`src/rtl/rot_enc_pkg.sv`:
```
// rot_enc_pkg: index modes and host write addresses shared by the encoder counter
package rot_enc_pkg;
  typedef enum logic [1:0] {CAPTURE, ZERO_ONCE, ZERO_ALWAYS, RSVD} idx_mode_t;
  localparam logic [1:0] WA_PRESET = 2'd0;
  localparam logic [1:0] WA_MODE = 2'd1;
  localparam logic [1:0] WA_CLR = 2'd2;
endpackage

```
`src/rtl/rot_enc_idx_ch.sv`:
```
// rot_enc_idx_ch: one encoder channel with sync, debounce, x4 decode, counter and index handling
module rot_enc_idx_ch
  import rot_enc_pkg::*;
#(
  parameter int CNT_W = 32,
  parameter int FLT_W = 7
) (
  input  logic             clock,
  input  logic             aclr_n,
  input  logic             sclr,
  input  logic             ena,
  input  logic             dir,
  input  logic             a,
  input  logic             b,
  input  logic             z,
  input  logic             wr_en,
  input  logic [1:0]       wr_addr,
  input  logic [CNT_W-1:0] wr_data,
  output logic [CNT_W-1:0] counter,
  output logic [CNT_W-1:0] z_pos,
  output logic             z_flag,
  output logic             error,
  output logic             ovf,
  output logic             ready
);
  localparam logic [FLT_W-1:0] F_MAX = '1;
  localparam logic [FLT_W-1:0] F_MID = FLT_W'(1) << (FLT_W - 1);
  localparam logic [CNT_W-1:0] C_MAX = {1'b0, {(CNT_W-1){1'b1}}};
  localparam logic [CNT_W-1:0] C_MIN = {1'b1, {(CNT_W-1){1'b0}}};
  logic [3:0] sync1_q, sync1_d, sync2_q, sync2_d;
  logic dir_q, dir_d;
  logic [FLT_W-1:0] flt_q [3];
  logic [FLT_W-1:0] flt_d [3];
  logic [2:0] fout_q, fout_d, set_q, set_d;
  logic [1:0] ab_q, ab_d, ab_cur, chg;
  logic zp_q, zp_d, rdy_q, rdy_d;
  logic [CNT_W-1:0] cnt_q, cnt_d, zpos_q, zpos_d, delta;
  logic zflag_q, zflag_d, err_q, err_d, ovf_q, ovf_d, armed_q, armed_d;
  idx_mode_t mode_q, mode_d;
  logic clr, step, up, idx, zero, wp, wm, wc;
  always_comb begin
    sync1_d = {dir, z, b, a};
    sync2_d = sync1_q;
    dir_d = sync2_q[3];
    clr = sclr | (sync2_q[3] ^ dir_q);
    for (int i = 0; i < 3; i++) begin
      flt_d[i] = sync2_q[i] ? (flt_q[i] == F_MAX ? F_MAX : flt_q[i] + 1'b1)
                            : (flt_q[i] == '0 ? '0 : flt_q[i] - 1'b1);
      fout_d[i] = flt_d[i] == F_MAX ? 1'b1 : flt_d[i] == '0 ? 1'b0 : fout_q[i];
      set_d[i] = set_q[i] | flt_d[i] == F_MAX | flt_d[i] == '0;
    end
    rdy_d = &set_q;
    ab_cur = {fout_q[0], fout_q[1]};
    ab_d = ab_cur;
    zp_d = fout_q[2];
    chg = ab_q ^ ab_cur;
    step = rdy_q & ena & (^chg);
    up = ab_q[1] ^ ab_cur[0] ^ dir_q;
    delta = step ? {{(CNT_W-1){~up}}, 1'b1} : '0;
    idx = rdy_q & zp_q & ~fout_q[2];
    zero = idx & (mode_q == ZERO_ALWAYS | (mode_q == ZERO_ONCE & armed_q));
    wp = wr_en & wr_addr == WA_PRESET;
    wm = wr_en & wr_addr == WA_MODE;
    wc = wr_en & wr_addr == WA_CLR;
    cnt_d = wp ? wr_data : zero ? delta : cnt_q + delta;
    ovf_d = ~(wp | wc) & (ovf_q | (step & ~zero & cnt_q == (up ? C_MAX : C_MIN)));
    err_d = ~(wp | wc) & (err_q | (rdy_q & (&chg)));
    zpos_d = idx ? cnt_q : zpos_q;
    zflag_d = idx | (zflag_q & ~wc);
    mode_d = wm ? idx_mode_t'(wr_data[1:0]) : mode_q;
    armed_d = wm | (armed_q & ~(zero & mode_q == ZERO_ONCE));
    if (clr) begin
      for (int i = 0; i < 3; i++) flt_d[i] = F_MID;
      fout_d = '0;
      set_d = '0;
      rdy_d = 1'b0;
      ab_d = '0;
      zp_d = 1'b0;
      cnt_d = '0;
      zpos_d = '1;
      zflag_d = 1'b0;
      err_d = 1'b0;
      ovf_d = 1'b0;
      mode_d = sclr ? CAPTURE : mode_q;
      armed_d = sclr | armed_q;
    end
  end
  always_ff @(posedge clock or negedge aclr_n) begin
    if (!aclr_n) begin
      sync1_q <= '0;
      sync2_q <= '0;
      dir_q <= 1'b0;
      flt_q <= '{default: F_MID};
      fout_q <= '0;
      set_q <= '0;
      rdy_q <= 1'b0;
      ab_q <= '0;
      zp_q <= 1'b0;
      cnt_q <= '0;
      zpos_q <= '1;
      zflag_q <= 1'b0;
      err_q <= 1'b0;
      ovf_q <= 1'b0;
      mode_q <= CAPTURE;
      armed_q <= 1'b1;
    end else begin
      sync1_q <= sync1_d;
      sync2_q <= sync2_d;
      dir_q <= dir_d;
      flt_q <= flt_d;
      fout_q <= fout_d;
      set_q <= set_d;
      rdy_q <= rdy_d;
      ab_q <= ab_d;
      zp_q <= zp_d;
      cnt_q <= cnt_d;
      zpos_q <= zpos_d;
      zflag_q <= zflag_d;
      err_q <= err_d;
      ovf_q <= ovf_d;
      mode_q <= mode_d;
      armed_q <= armed_d;
    end
  end
  assign counter = cnt_q;
  assign z_pos = zpos_q;
  assign z_flag = zflag_q;
  assign error = err_q;
  assign ovf = ovf_q;
  assign ready = rdy_q;
endmodule

```
`src/rtl/rot_enc_idx_multi.sv`:
```
// rot_enc_idx_multi: multi-channel quadrature counter with index handling and shared host write port
module rot_enc_idx_multi
  import rot_enc_pkg::*;
#(
  parameter int CHANNELS = 2,
  parameter int CNT_W = 32,
  parameter int FLT_W = 7,
  parameter int CH_W = (CHANNELS > 1) ? $clog2(CHANNELS) : 1
) (
  input  logic                      clock,
  input  logic                      aclr_n,
  input  logic                      sclr,
  input  logic [CHANNELS-1:0]       ena,
  input  logic [CHANNELS-1:0]       dir,
  input  logic [CHANNELS-1:0]       A,
  input  logic [CHANNELS-1:0]       B,
  input  logic [CHANNELS-1:0]       Z,
  output logic [CHANNELS*CNT_W-1:0] counter,
  output logic [CHANNELS*CNT_W-1:0] Z_pos,
  output logic [CHANNELS-1:0]       Z_flag,
  output logic [CHANNELS-1:0]       error,
  output logic [CHANNELS-1:0]       ovf,
  output logic [CHANNELS-1:0]       ready,
  input  logic                      write,
  input  logic [CH_W-1:0]           wr_ch,
  input  logic [1:0]                wr_addr,
  input  logic [CNT_W-1:0]          wr_data
);
  for (genvar c = 0; c < CHANNELS; c++) begin : g_ch
    rot_enc_idx_ch #(.CNT_W(CNT_W), .FLT_W(FLT_W)) u_ch (
      .clock  (clock),
      .aclr_n (aclr_n),
      .sclr   (sclr),
      .ena    (ena[c]),
      .dir    (dir[c]),
      .a      (A[c]),
      .b      (B[c]),
      .z      (Z[c]),
      .wr_en  (write & (wr_ch == CH_W'(c))),
      .wr_addr(wr_addr),
      .wr_data(wr_data),
      .counter(counter[c*CNT_W +: CNT_W]),
      .z_pos  (Z_pos[c*CNT_W +: CNT_W]),
      .z_flag (Z_flag[c]),
      .error  (error[c]),
      .ovf    (ovf[c]),
      .ready  (ready[c])
    );
  end
endmodule

```
`config.mk`:
```
export PLATFORM = sky130hd
export DESIGN_NAME = rot_enc_idx_multi
export DESIGN_NICKNAME = d
export VERILOG_FILES = /design/src/rtl/rot_enc_pkg.sv /design/src/rtl/rot_enc_idx_ch.sv /design/src/rtl/rot_enc_idx_multi.sv
export SDC_FILE = /design/constraint.sdc
export NUM_CORES = 1
export LEC_CHECK = 0
export BUFFER_PORTS_ARGS = -buffer_cell sky130_fd_sc_hd__buf_2
export CORE_ASPECT_RATIO = 0.7
export CORE_MARGIN = 3
export CORE_UTILIZATION = 64
export CTS_CLUSTER_SIZE = 28
export DETAILED_ROUTE_END_ITERATION = 12
export PLACE_DENSITY = 0.87
export REMOVE_ABC_BUFFERS = 1
export SYNTH_ARGS = -nofsm -noshare
export SYNTH_HDL_FRONTEND = slang
export SYNTH_HIERARCHICAL = 1
export SYNTH_SLANG_ARGS = --single-unit
```
`constraint.sdc`:
```
create_clock -name clock -period 10.25 [get_ports clock]
set_input_delay 1.025 -clock clock [delete_from_list [all_inputs] [get_ports clock]]
set_output_delay 1.025 -clock clock [all_outputs]
set_load 0.02 [all_outputs]
```
### Word-level counts from Yosys, hierarchy flattened

Cells that the tools add are included.

* logic and storage cells: 261
* memories kept: 0
* output and inout port bits: 136
* bits in writable memories: 0
* latch bits: 0
* register bits: 220
* input port bits: 49
* bits in read-only memories: 0

* eq/ne operators: 22
* magnitude comparators: 0
* $mul: 0
* bitwise operators: 85
* add/subtract/negate cells: 14
* muxes and demuxes: 69
* shift operators: 0
* reductions and logical operators: 31
* div/mod/pow operators: 0

Operators by type and width (number)
* 32-bit 2-to-1 mux: 14
* 7-bit 2-to-1 mux: 18
* 7-bit == test (second input constant): 12
* 7-bit logical NOT: 12
* 32-bit adder: 2
* 32-bit == test: 2
* 7-bit by 1-bit adder with 7-bit output (second input constant): 6
* 21-bit 2-to-1 mux: 2
* 7-bit by 1-bit subtractor with 7-bit output (second input constant): 6
* 1-bit AND: 36
* 1-bit OR: 28
* 1-bit 2-to-1 mux: 24
* 3-bit nonzero test: 6
* 2-bit 2-to-1 mux: 7
* 1-bit inverter: 13
* 3-bit 2-to-1 mux: 4
* 2-bit AND reduction: 4
* 2-bit nonzero test: 4
* 2-bit by 1-bit == test with 1-bit output (second input constant): 3
* 2-bit == test (second input constant): 3
* 3-bit AND reduction: 2
* 1-bit bitwise XOR: 6
* 2-bit inequality test (second input constant): 2
* 2-bit XOR reduction: 2
* other kinds (2): 3

### Longest topological paths before layout

Gate-level depths: netlist of run 1.

* word-level depth: 10
* mapped depth: 18
* mapped depth without buffers: 14

### By module

Netlist of run 1, hierarchy kept.

Modules (own cells, without submodules)
* rot_enc_idx_ch at g_ch[0].u_ch: area each 7576.0 µm², instances 1, cells an instance 920, seq. area each 2797.7 µm²
* rot_enc_idx_ch at g_ch[1].u_ch: area each 7439.6 µm², instances 1, cells an instance 924, seq. area each 2797.7 µm²
* rot_enc_idx_multi: area each 16.3 µm², instances 1, cells an instance 2, seq. area each 0.0 µm²

### Worst setup path before layout of run 1

Ideal clock, no wire load.

* kind: input -> register
* start: input port ena[1]
* end: register g_ch[1].u_ch.cnt_q[30]
* path buffers: 3
* setup time: 0.120 ns
* arrival: 4.446 ns
* required time: 10.130 ns
* stages on the path: 15
* path slack: 5.685 ns
* cell sequence: nand3_1 -> clkinv_1 -> nand2_1 -> clkbuf_1 -> buf_2 -> buf_2 -> xnor2_1 -> ha_1 -> nor4_4 -> nand4_1 -> or4_4 -> a221oi_2 -> xnor2_1 -> a221oi_2 -> a31o_1

* word-level cells in the longest chain between the ends: 7

Ends and longest elaborated chain
* start: declaration: line rot_enc_idx_multi.sv:13 `input logic [CHANNELS-1:0] ena,`
* 1-bit AND * (2 in a row): line rot_enc_idx_ch.sv:57 `step = rdy_q & ena & (^chg);`
* 32-bit 2-to-1 mux *: line rot_enc_idx_ch.sv:59 `delta = step ? {{(CNT_W-1){~up}}, 1'b1} : '0;`
* 32-bit adder: line rot_enc_idx_ch.sv:65 `cnt_d = wp ? wr_data : zero ? delta : cnt_q + delta;`
* 32-bit 2-to-1 mux * (2 in a row): line rot_enc_idx_ch.sv:65
* 32-bit 2-to-1 mux *: line rot_enc_idx_ch.sv:72 `if (clr) begin`
* via g_ch[1].u_ch.cnt_d[30]: line rot_enc_idx_ch.sv:37 `logic [CNT_W-1:0] cnt_q, cnt_d, zpos_q, zpos_d, delta;`
* end signal: assignment: line rot_enc_idx_ch.sv:116 `cnt_q <= cnt_d;`
* end: declaration: line rot_enc_idx_ch.sv:37

The timed path passes the listed nets; every way through them passes the cells marked *.
A chain may end at the register's enable or synchronous reset.

### Worst setup path after layout of run 1

* start: register g_ch[1].u_ch.fout_q[1]
* end: register g_ch[1].u_ch.cnt_q[30]

* word-level cells in the longest chain between the ends: 8
* elaborated cells on any way between the ends: 11
* those cells by class: add/sub: 1; mux: 4; bitwise: 5; reduce/logical: 1

Ends and longest elaborated chain
* start: declaration: line rot_enc_idx_ch.sv:34 `logic [2:0] fout_q, fout_d, set_q, set_d;`
* start signal: assignment: line rot_enc_idx_ch.sv:111 `fout_q <= fout_d;`
* 2-bit bitwise XOR or 1-bit bitwise XOR (tied branches): line rot_enc_idx_ch.sv:56, rot_enc_idx_ch.sv:58
* 2-bit XOR reduction or 1-bit bitwise XOR (tied branches): line rot_enc_idx_ch.sv:57, rot_enc_idx_ch.sv:58
* 1-bit AND or 1-bit inverter (tied branches): line rot_enc_idx_ch.sv:57, rot_enc_idx_ch.sv:59
* 32-bit 2-to-1 mux *: line rot_enc_idx_ch.sv:59
* 32-bit adder: line rot_enc_idx_ch.sv:65
* 32-bit 2-to-1 mux * (2 in a row): line rot_enc_idx_ch.sv:65
* 32-bit 2-to-1 mux *: line rot_enc_idx_ch.sv:72
* via g_ch[1].u_ch.cnt_d[30]: line rot_enc_idx_ch.sv:37

Marks and branches as above.

==> results of run 1 <==
## per-layer routing
metal,routed length (um),part of all wire (%)
met1,21090,41
met2,21820,42
met3,6912,13
met4,1457,2.8
met5,102,0.20
## cells in the mapped netlist, drive strengths merged (16+ instances only)
library cell  count  area share, %
dfrtp           148             25
dfstp            72             13
nand2           236            5.9
and3             26            1.1
buf              26           0.89
nand2b           30            1.2
nor3             75            2.5
o211ai           27            1.3
xnor2            22            1.3
nand4            45            1.9
a31oi            24            1.0
clkbuf          122            3.0
a21oi            84            2.8
nor2b            16           0.67
or3              29            1.3
nor2            129            3.2
a211oi           22            1.1
o21ai           129            4.3
nand3           125            4.2
or4              32            1.7
nor4             51            2.2
ha               24            2.0
inv              36           0.90
and2             28            1.2
## worst max-delay path by stage
stage	start	end	slack, ns	depth (start not counted)
floorplan	ena[1]	g_ch[1].u_ch/counter[30]$_DFF_PN0_	5.62	12
global placement	ena[1]	g_ch[1].u_ch/counter[30]$_DFF_PN0_	5.70	12
detailed placement	ena[1]	g_ch[1].u_ch/counter[30]$_DFF_PN0_	5.54	12
CTS	g_ch[1].u_ch/fout_q[1]$_DFFE_PN0P_	g_ch[1].u_ch/counter[30]$_DFF_PN0_	5.70	13
global route	g_ch[1].u_ch/fout_q[1]$_DFFE_PN0P_	g_ch[1].u_ch/counter[30]$_DFF_PN0_	5.30	13
finish	g_ch[1].u_ch/fout_q[1]$_DFFE_PN0P_	g_ch[1].u_ch/counter[30]$_DFF_PN0_	5.56	13
## power groups by stage
stage	registers, mW	logic (mW)	clock network, mW
finish	0.939	0.302	0.900
global route	0.943	0.329	0.943
CTS	0.937	0.294	0.909
detailed placement	0.951	0.291	0
global placement	0.950	0.285	0
floorplan	0.942	0.188	0
## final cells by class
class / instances / area (um^2)
clock buffers: 34 / 698.2
multi-input cells: 1441 / 8731
repair buffers: 204 / 1081
well taps: 312 / 390.4
clock inverters: 10 / 120.1
fillers: 1792 / 6087
diodes: 3 / 7.507
flip-flops and latches: 220 / 5595
inverters: 37 / 138.9
## sequential cells by signal, summed over array words and instances, names as in the netlist
| signal | cells |
|---|---|
| g_ch.u_ch/armed_q | 2 |
| g_ch.u_ch/z_flag | 2 |
| g_ch.u_ch/ready | 2 |
| g_ch.u_ch/fout_q | 6 |
| g_ch.u_ch/ab_q | 4 |
| g_ch.u_ch/z_pos | 64 |
| g_ch.u_ch/error | 2 |
| g_ch.u_ch/counter | 64 |
| g_ch.u_ch/sync2_q | 8 |
| g_ch.u_ch/sync1_q | 8 |
| g_ch.u_ch/mode_q | 4 |
| g_ch.u_ch/ovf | 2 |
| g_ch.u_ch/zp_q | 2 |
| g_ch.u_ch/set_q | 6 |
| g_ch.u_ch/flt_q | 42 |
| g_ch.u_ch/dir_q | 2 |
## cells by family (layout without fill, tap and decap cells)
kind of cell | after synthesis | count (layout) | share of synthesized area, %
buffers and inverters | 185 | 285 | 4.861
XOR/XNOR | 40 | 40 | 2.713
multiplexers | 11 | 11 | 0.7575
other | 0 | 3 | 0
flip-flops | 220 | 220 | 37.22
AO/OA/AOI/OAI | 477 | 477 | 21.73
adder cells (fa/ha/maj) | 24 | 24 | 1.998
AND/OR/NAND/NOR | 889 | 889 | 30.71
## layout by cell type, fill, tap and decap left out, drive strengths merged, types with 30 or more instances in the layout
| cell | instances |
|---|---|
| nor4 | 51 |
| nand2 | 236 |
| nor2 | 129 |
| nand3 | 125 |
| nor3 | 75 |
| inv | 37 |
| dfstp | 72 |
| a21oi | 84 |
| dfrtp | 148 |
| nand4 | 45 |
| nand2b | 30 |
| buf | 204 |
| clkbuf | 34 |
| o21ai | 129 |
| or4 | 32 |
## through the flow
stage	std cells	hold slack, ns
floorplan	1698	0.3312
global placement	2214	0.3323
detailed placement	2214	0.3364
CTS	2258	0.3510
global route	2258	0.3566
finish	2261	0.3491
==> impl_metrics.env, run 1 <==
export IMPL_path_buf_inv=1
export IMPL_worstHoldPathType="reg -> reg"
export IMPL_slew_headroom_pct=11.79
export IMPL_crit_slowest_cell="or4_4"
export IMPL_fmax_ghz=0.2130
export IMPL_path_cells="xor2_1, ha_1, nand3_1, clkinv_1, ha_1, ha_1, nor4_4, nand4_1, or4_4, a221oi_2, xnor2_1, a221oi_2, a31o_1"
export IMPL_grt_antenna_before_repair=9
export IMPL_fp_dieH_um=134.2
export IMPL_drt_wl_total_mm=51.39
export IMPL_root_buffer="clkbuf_16"
export IMPL_die_area_um2=25390
export IMPL_synth_seq_cells=220
export IMPL_cts_hold_buffers=0
export IMPL_cts_buffer_depth=3
export IMPL_worst_path_most_repeated_cell="ha_1"
export IMPL_synth_seq_area_share_pct=37.22
export IMPL_overflow=0
export IMPL_p_leak_nw=7.285
export IMPL_drtIter0Drc=2407
export IMPL_fin_area_um2=16760
export IMPL_dieWidth_um=189.2
export IMPL_fin_skew_ns=0.01045
export IMPL_wl_per_cell_um=22.73
export IMPL_setup_violations=0
export IMPL_crit_fanout=11
export IMPL_path_class="reg -> reg"
export IMPL_cts_tree="done"
export IMPL_maxCapViolCount=0
export IMPL_hold_start="g_ch[0].u_ch/sync1_q[1]$_DFF_PN0_"
export IMPL_hold_end="g_ch[0].u_ch/sync2_q[1]$_DFF_PN0_"
export IMPL_vias=16070
export IMPL_io_pins=185
export IMPL_cellInternalPower_mw=1.530
export IMPL_p_total_mw=2.142
export IMPL_p_sw_mw=0.6122
export IMPL_grt_use_met3_pct=11.18
export IMPL_p_per_area_nw_per_um2=127.8
export IMPL_track_usage_pct=39.49
export IMPL_row_count=46
export IMPL_post_cts_buffers=0
export IMPL_synth_cell_types=94
export IMPL_fin_setup_tns_ns=0
export IMPL_core_um2=22850
export IMPL_io_buffers=184
export IMPL_grt_util_met1_pct=58.24
export IMPL_clk_pin_slew_worst_paths_ns=0.06
export IMPL_setup_ws_ns=5.556
export IMPL_holdPathStages=0
export IMPL_period_share_pct=45.79
export IMPL_layout_drive_gt1_share_pct=19.17
export IMPL_placed_area_um2=15940
export IMPL_worstReg2RegEnd="g_ch[1].u_ch/counter[30]$_DFF_PN0_"
export IMPL_start_util_pct=65.79
export IMPL_reg2reg_depth=13
export IMPL_postSynthAreaPerCell_um2=8.143
export IMPL_drtPass1Iterations=6
export IMPL_crit_arrival_ns=5.17
export IMPL_grt_pass1_wl_mm=81.34
export IMPL_min_period_ns=4.694
export IMPL_irDropWorstVdd_mv=0.1565
export IMPL_clock_power_share_pct=42.0
export IMPL_r2r_start="g_ch[1].u_ch/fout_q[1]$_DFFE_PN0P_"
export IMPL_synth_edf_count=0
export IMPL_outcome="finished, final reports clean"
export IMPL_required_ns=10.73
export IMPL_hold_viol_final=0
export IMPL_htree_levels=1
export IMPL_place_gp_congestion=0.9827
export IMPL_syn2layout_area_growth_pct=11.51
export IMPL_yosysWarnings=6
export IMPL_fin_nets=2001
export IMPL_pre_cts_ws_ns=5.536
export IMPL_grt_setup_unrepaired="no"
export IMPL_worst_pin_slew_ns=1.322
export IMPL_via_per_inst=7.109
export IMPL_utilization_pct=73.36
export IMPL_critPathLaunchType="register"
export IMPL_hpwl_mm=35.86
export IMPL_cts_resized=0
export IMPL_slew_viol_final=0
export IMPL_clk_latency_ns=0.55
export IMPL_synthFlopType="dfrtp_1"
export IMPL_synthArstFlopShare_pct=100.0
export IMPL_cpPeakStageDelay_ns=0.63
export IMPL_swShare_pct=28.58
export IMPL_cp_top_family="simple AND/OR/NAND/NOR gates"
export IMPL_clkSinkCount=220
export IMPL_ant_nets=0
export IMPL_drc=0
export IMPL_syn_area_um2=15030
export IMPL_pwr_share_seq_pct=43.9
export IMPL_synth_cells=1846
export IMPL_grt_util_met2_pct=56.94
export IMPL_p_comb_share_pct=14.1
export IMPL_grt_busiest_layer="met1"
export IMPL_r2r_setup_slack_ns=5.56
export IMPL_grt_max_degree=77
export IMPL_grt_pass1_vias=14640
export IMPL_crit_path_end_kind="register"
export IMPL_cts_buffers=24
No activity file was read; power rests on OpenSTA's default activity.
==> inputs of run 2 (changes only) <==
- CORE_UTILIZATION: 64 -> 60
- PLACE_DENSITY: 0.87 -> 0.82
- clock period: 10.25 -> 4.5 ns (I/O delays scaled with it)
==> run 2 against run 1 <==
  * The flow now finishes with violations (negative hold slack)
  * Via count is 0.65% lower
  * Critical path depth stayed put
  * Global-route usage is 4.8 points lower
  * Count of clock-buffer cells in the layout is 5 higher
  * Worst setup slack worse by 5.1 ns
  * Clock power is 130% higher
  * Largest cell class unchanged
==> impl_metrics.env, run 2 (synthesis results as in run 1) <==
export IMPL_outcome="finished, violations left"
export IMPL_failed_checks="negative hold slack"
export IMPL_irDropWorstVdd_mv=0.3489
export IMPL_clkSinkCount=220
export IMPL_min_period_ns=4.027
export IMPL_fin_setup_tns_ns=0
export IMPL_grt_max_degree=126
export IMPL_hpwl_mm=34.58
export IMPL_crit_arrival_ns=4.50
export IMPL_maxCapViolCount=0
export IMPL_swShare_pct=27.96
export IMPL_cellInternalPower_mw=3.553
export IMPL_grt_antenna_before_repair=8
export IMPL_cts_buffers=25
export IMPL_via_per_inst=7.004
export IMPL_clk_pin_slew_worst_paths_ns=0.06
export IMPL_crit_fanout=9
export IMPL_grt_setup_unrepaired="no"
export IMPL_setup_violations=0
export IMPL_pwr_share_seq_pct=43.3
export IMPL_syn2layout_area_growth_pct=12.60
export IMPL_setup_ws_ns=0.4733
export IMPL_p_leak_nw=7.383
export IMPL_crit_path_end_kind="register"
export IMPL_path_class="reg -> reg"
export IMPL_slew_headroom_pct=14.75
export IMPL_fin_skew_ns=0.01034
export IMPL_p_comb_share_pct=13.8
export IMPL_fmax_ghz=0.2483
export IMPL_critPathLaunchType="register"
export IMPL_cts_tree="done"
export IMPL_layout_common_cells="nand2_1, buf_2, dfrtp_1"
export IMPL_n_fill_cell=1957
export IMPL_overflow=0
export IMPL_whs_ns=-0.07142
export IMPL_vias=15970
export IMPL_row_count=47
export IMPL_drtIter0Drc=2323
export IMPL_pre_cts_ws_ns=0.5409
export IMPL_drt_wl_total_mm=49.35
export IMPL_htree_levels=1
export IMPL_grt_pass1_vias=14240
export IMPL_p_sw_mw=1.379
export IMPL_cts_resized=0
export IMPL_core_um2=24110
export IMPL_worst_pin_slew_ns=1.277
export IMPL_ant_nets=0
export IMPL_layout_drive_gt1_share_pct=19.38
export IMPL_fin_nets=2015
export IMPL_place_gp_congestion=1.004
export IMPL_track_usage_pct=34.65
export IMPL_io_pins=185
export IMPL_period_share_pct=89.48
export IMPL_p_per_area_nw_per_um2=291.4
export IMPL_start_util_pct=62.35
export IMPL_die_area_um2=27020
export IMPL_dieWidth_um=195.2
export IMPL_required_ns=4.97
export IMPL_cts_buffer_depth=3
export IMPL_clk_latency_ns=0.54
export IMPL_grt_pass1_wl_mm=78.18
export IMPL_io_buffers=184
export IMPL_clock_power_share_pct=42.8
export IMPL_layout_commonest_cell="nand2_1"
export IMPL_r2r_setup_slack_ns=0.47
export IMPL_drtPass1Iterations=7
export IMPL_slew_viol_final=0
export IMPL_drc=0
export IMPL_hold_viol_final=12
export IMPL_fp_dieH_um=138.4
export IMPL_root_buffer="clkbuf_16"
export IMPL_wl_per_cell_um=21.64
export IMPL_worstHoldPathType="in -> async"
run 2: changes by cell type in the layout (fill, tap and decap cells not counted), moves of 2 or more:
cell | previous run | this run
diode_2 | 3 | 1
clkinvlp_4 | 2 | 0
dlygate4sd3_1 | 0 | 4
clkbuf_1 | 4 | 7
buf_4 | 20 | 27
run 2: power groups by stage:
stage	sequential, mW	clock (mW)	combinational, mW
6_report	2.14	2.11	0.682
5_1_grt	2.15	2.24	0.746
4_1_cts	2.13	2.14	0.664
3_5_place_dp	2.17	0	0.657
3_3_place_gp	2.16	0	0.641
2_1_floorplan	2.14	0	0.428
run 2: layer usage:
metal | part of all wire [%] | vias up | wire, um | global-route usage (%)
met1 | 42 | 7554 | 20820 | 53.36
li1 | - | 7086 | - | -
met5 | 0.20 | - | 98 | 0
met3 | 14 | 156 | 6683 | 8.585
met2 | 41 | 1159 | 20290 | 48.74
met4 | 2.9 | 14 | 1455 | 8.924
run 2: worst paths after layout:
kind                                              startpoint                                  to  cells after the start
hold / removal                                        aclr_n  g_ch[0].u_ch/counter[24]$_DFF_PN0_                      1
setup reg to reg              g_ch[1].u_ch/ab_q[1]$_DFF_PN0_  g_ch[1].u_ch/counter[30]$_DFF_PN0_                     13
hold reg to reg            g_ch[1].u_ch/sync1_q[0]$_DFF_PN0_   g_ch[1].u_ch/sync2_q[0]$_DFF_PN0_                      0
max in group asynchronous                             aclr_n     g_ch[1].u_ch/flt_q[6]$_DFF_PN1_                      2
min in group clock                                      Z[0]   g_ch[0].u_ch/sync1_q[2]$_DFF_PN0_                      1
setup / recovery              g_ch[1].u_ch/ab_q[1]$_DFF_PN0_  g_ch[1].u_ch/counter[30]$_DFF_PN0_                     13
run 2: layout make-up:
class,count,area [um^2],share of cell area (%)
Antenna cell,1,2.502,0.01478
Clock buffer,39,748.2,4.420
Clock inverter,7,106.4,0.6283
Inverter,37,138.9,0.8205
Multi-Input combinational cell,1441,8731,51.58
Sequential cell,220,5595,33.06
Tap cell,318,397.9,2.351
Timing Repair Buffer,217,1206,7.126
run 2: critical path, cell delays in order (launching register included):
cell and delay (ns):
dfrtp_1 0.42, xor2_1 0.18, ha_1 0.29, nand3_1 0.11, clkinv_1 0.22, ha_1 0.37
ha_1 0.28, nor4_4 0.31, nand4_1 0.34, or4_4 0.63, a221oi_2 0.30, xnor2_1 0.11
a221oi_2 0.28, a31o_1 0.13
run 2: per-stage QoR:
step           cell area (um^2)  std cells  hold slack [ns]  utilization [%]  total power, mW
6_report                  16930       2280         -0.07142            70.20            4.933
5_1_grt                   16920       2279         0.001317            70.19            5.129
2_1_floorplan             14440       1698           0.1544                -            2.573
4_1_cts                   16910       2278        0.0004712            70.14            4.941
3_3_place_gp              16020       2228           0.3318            66.43            2.804
3_5_place_dp              16020       2228           0.3358            66.43            2.823
run 2: repair_timing:
action	4_1_cts	5_1_grt
hold buffers	4	0
buffers inserted	0	0
hold endpoints to repair	4	0
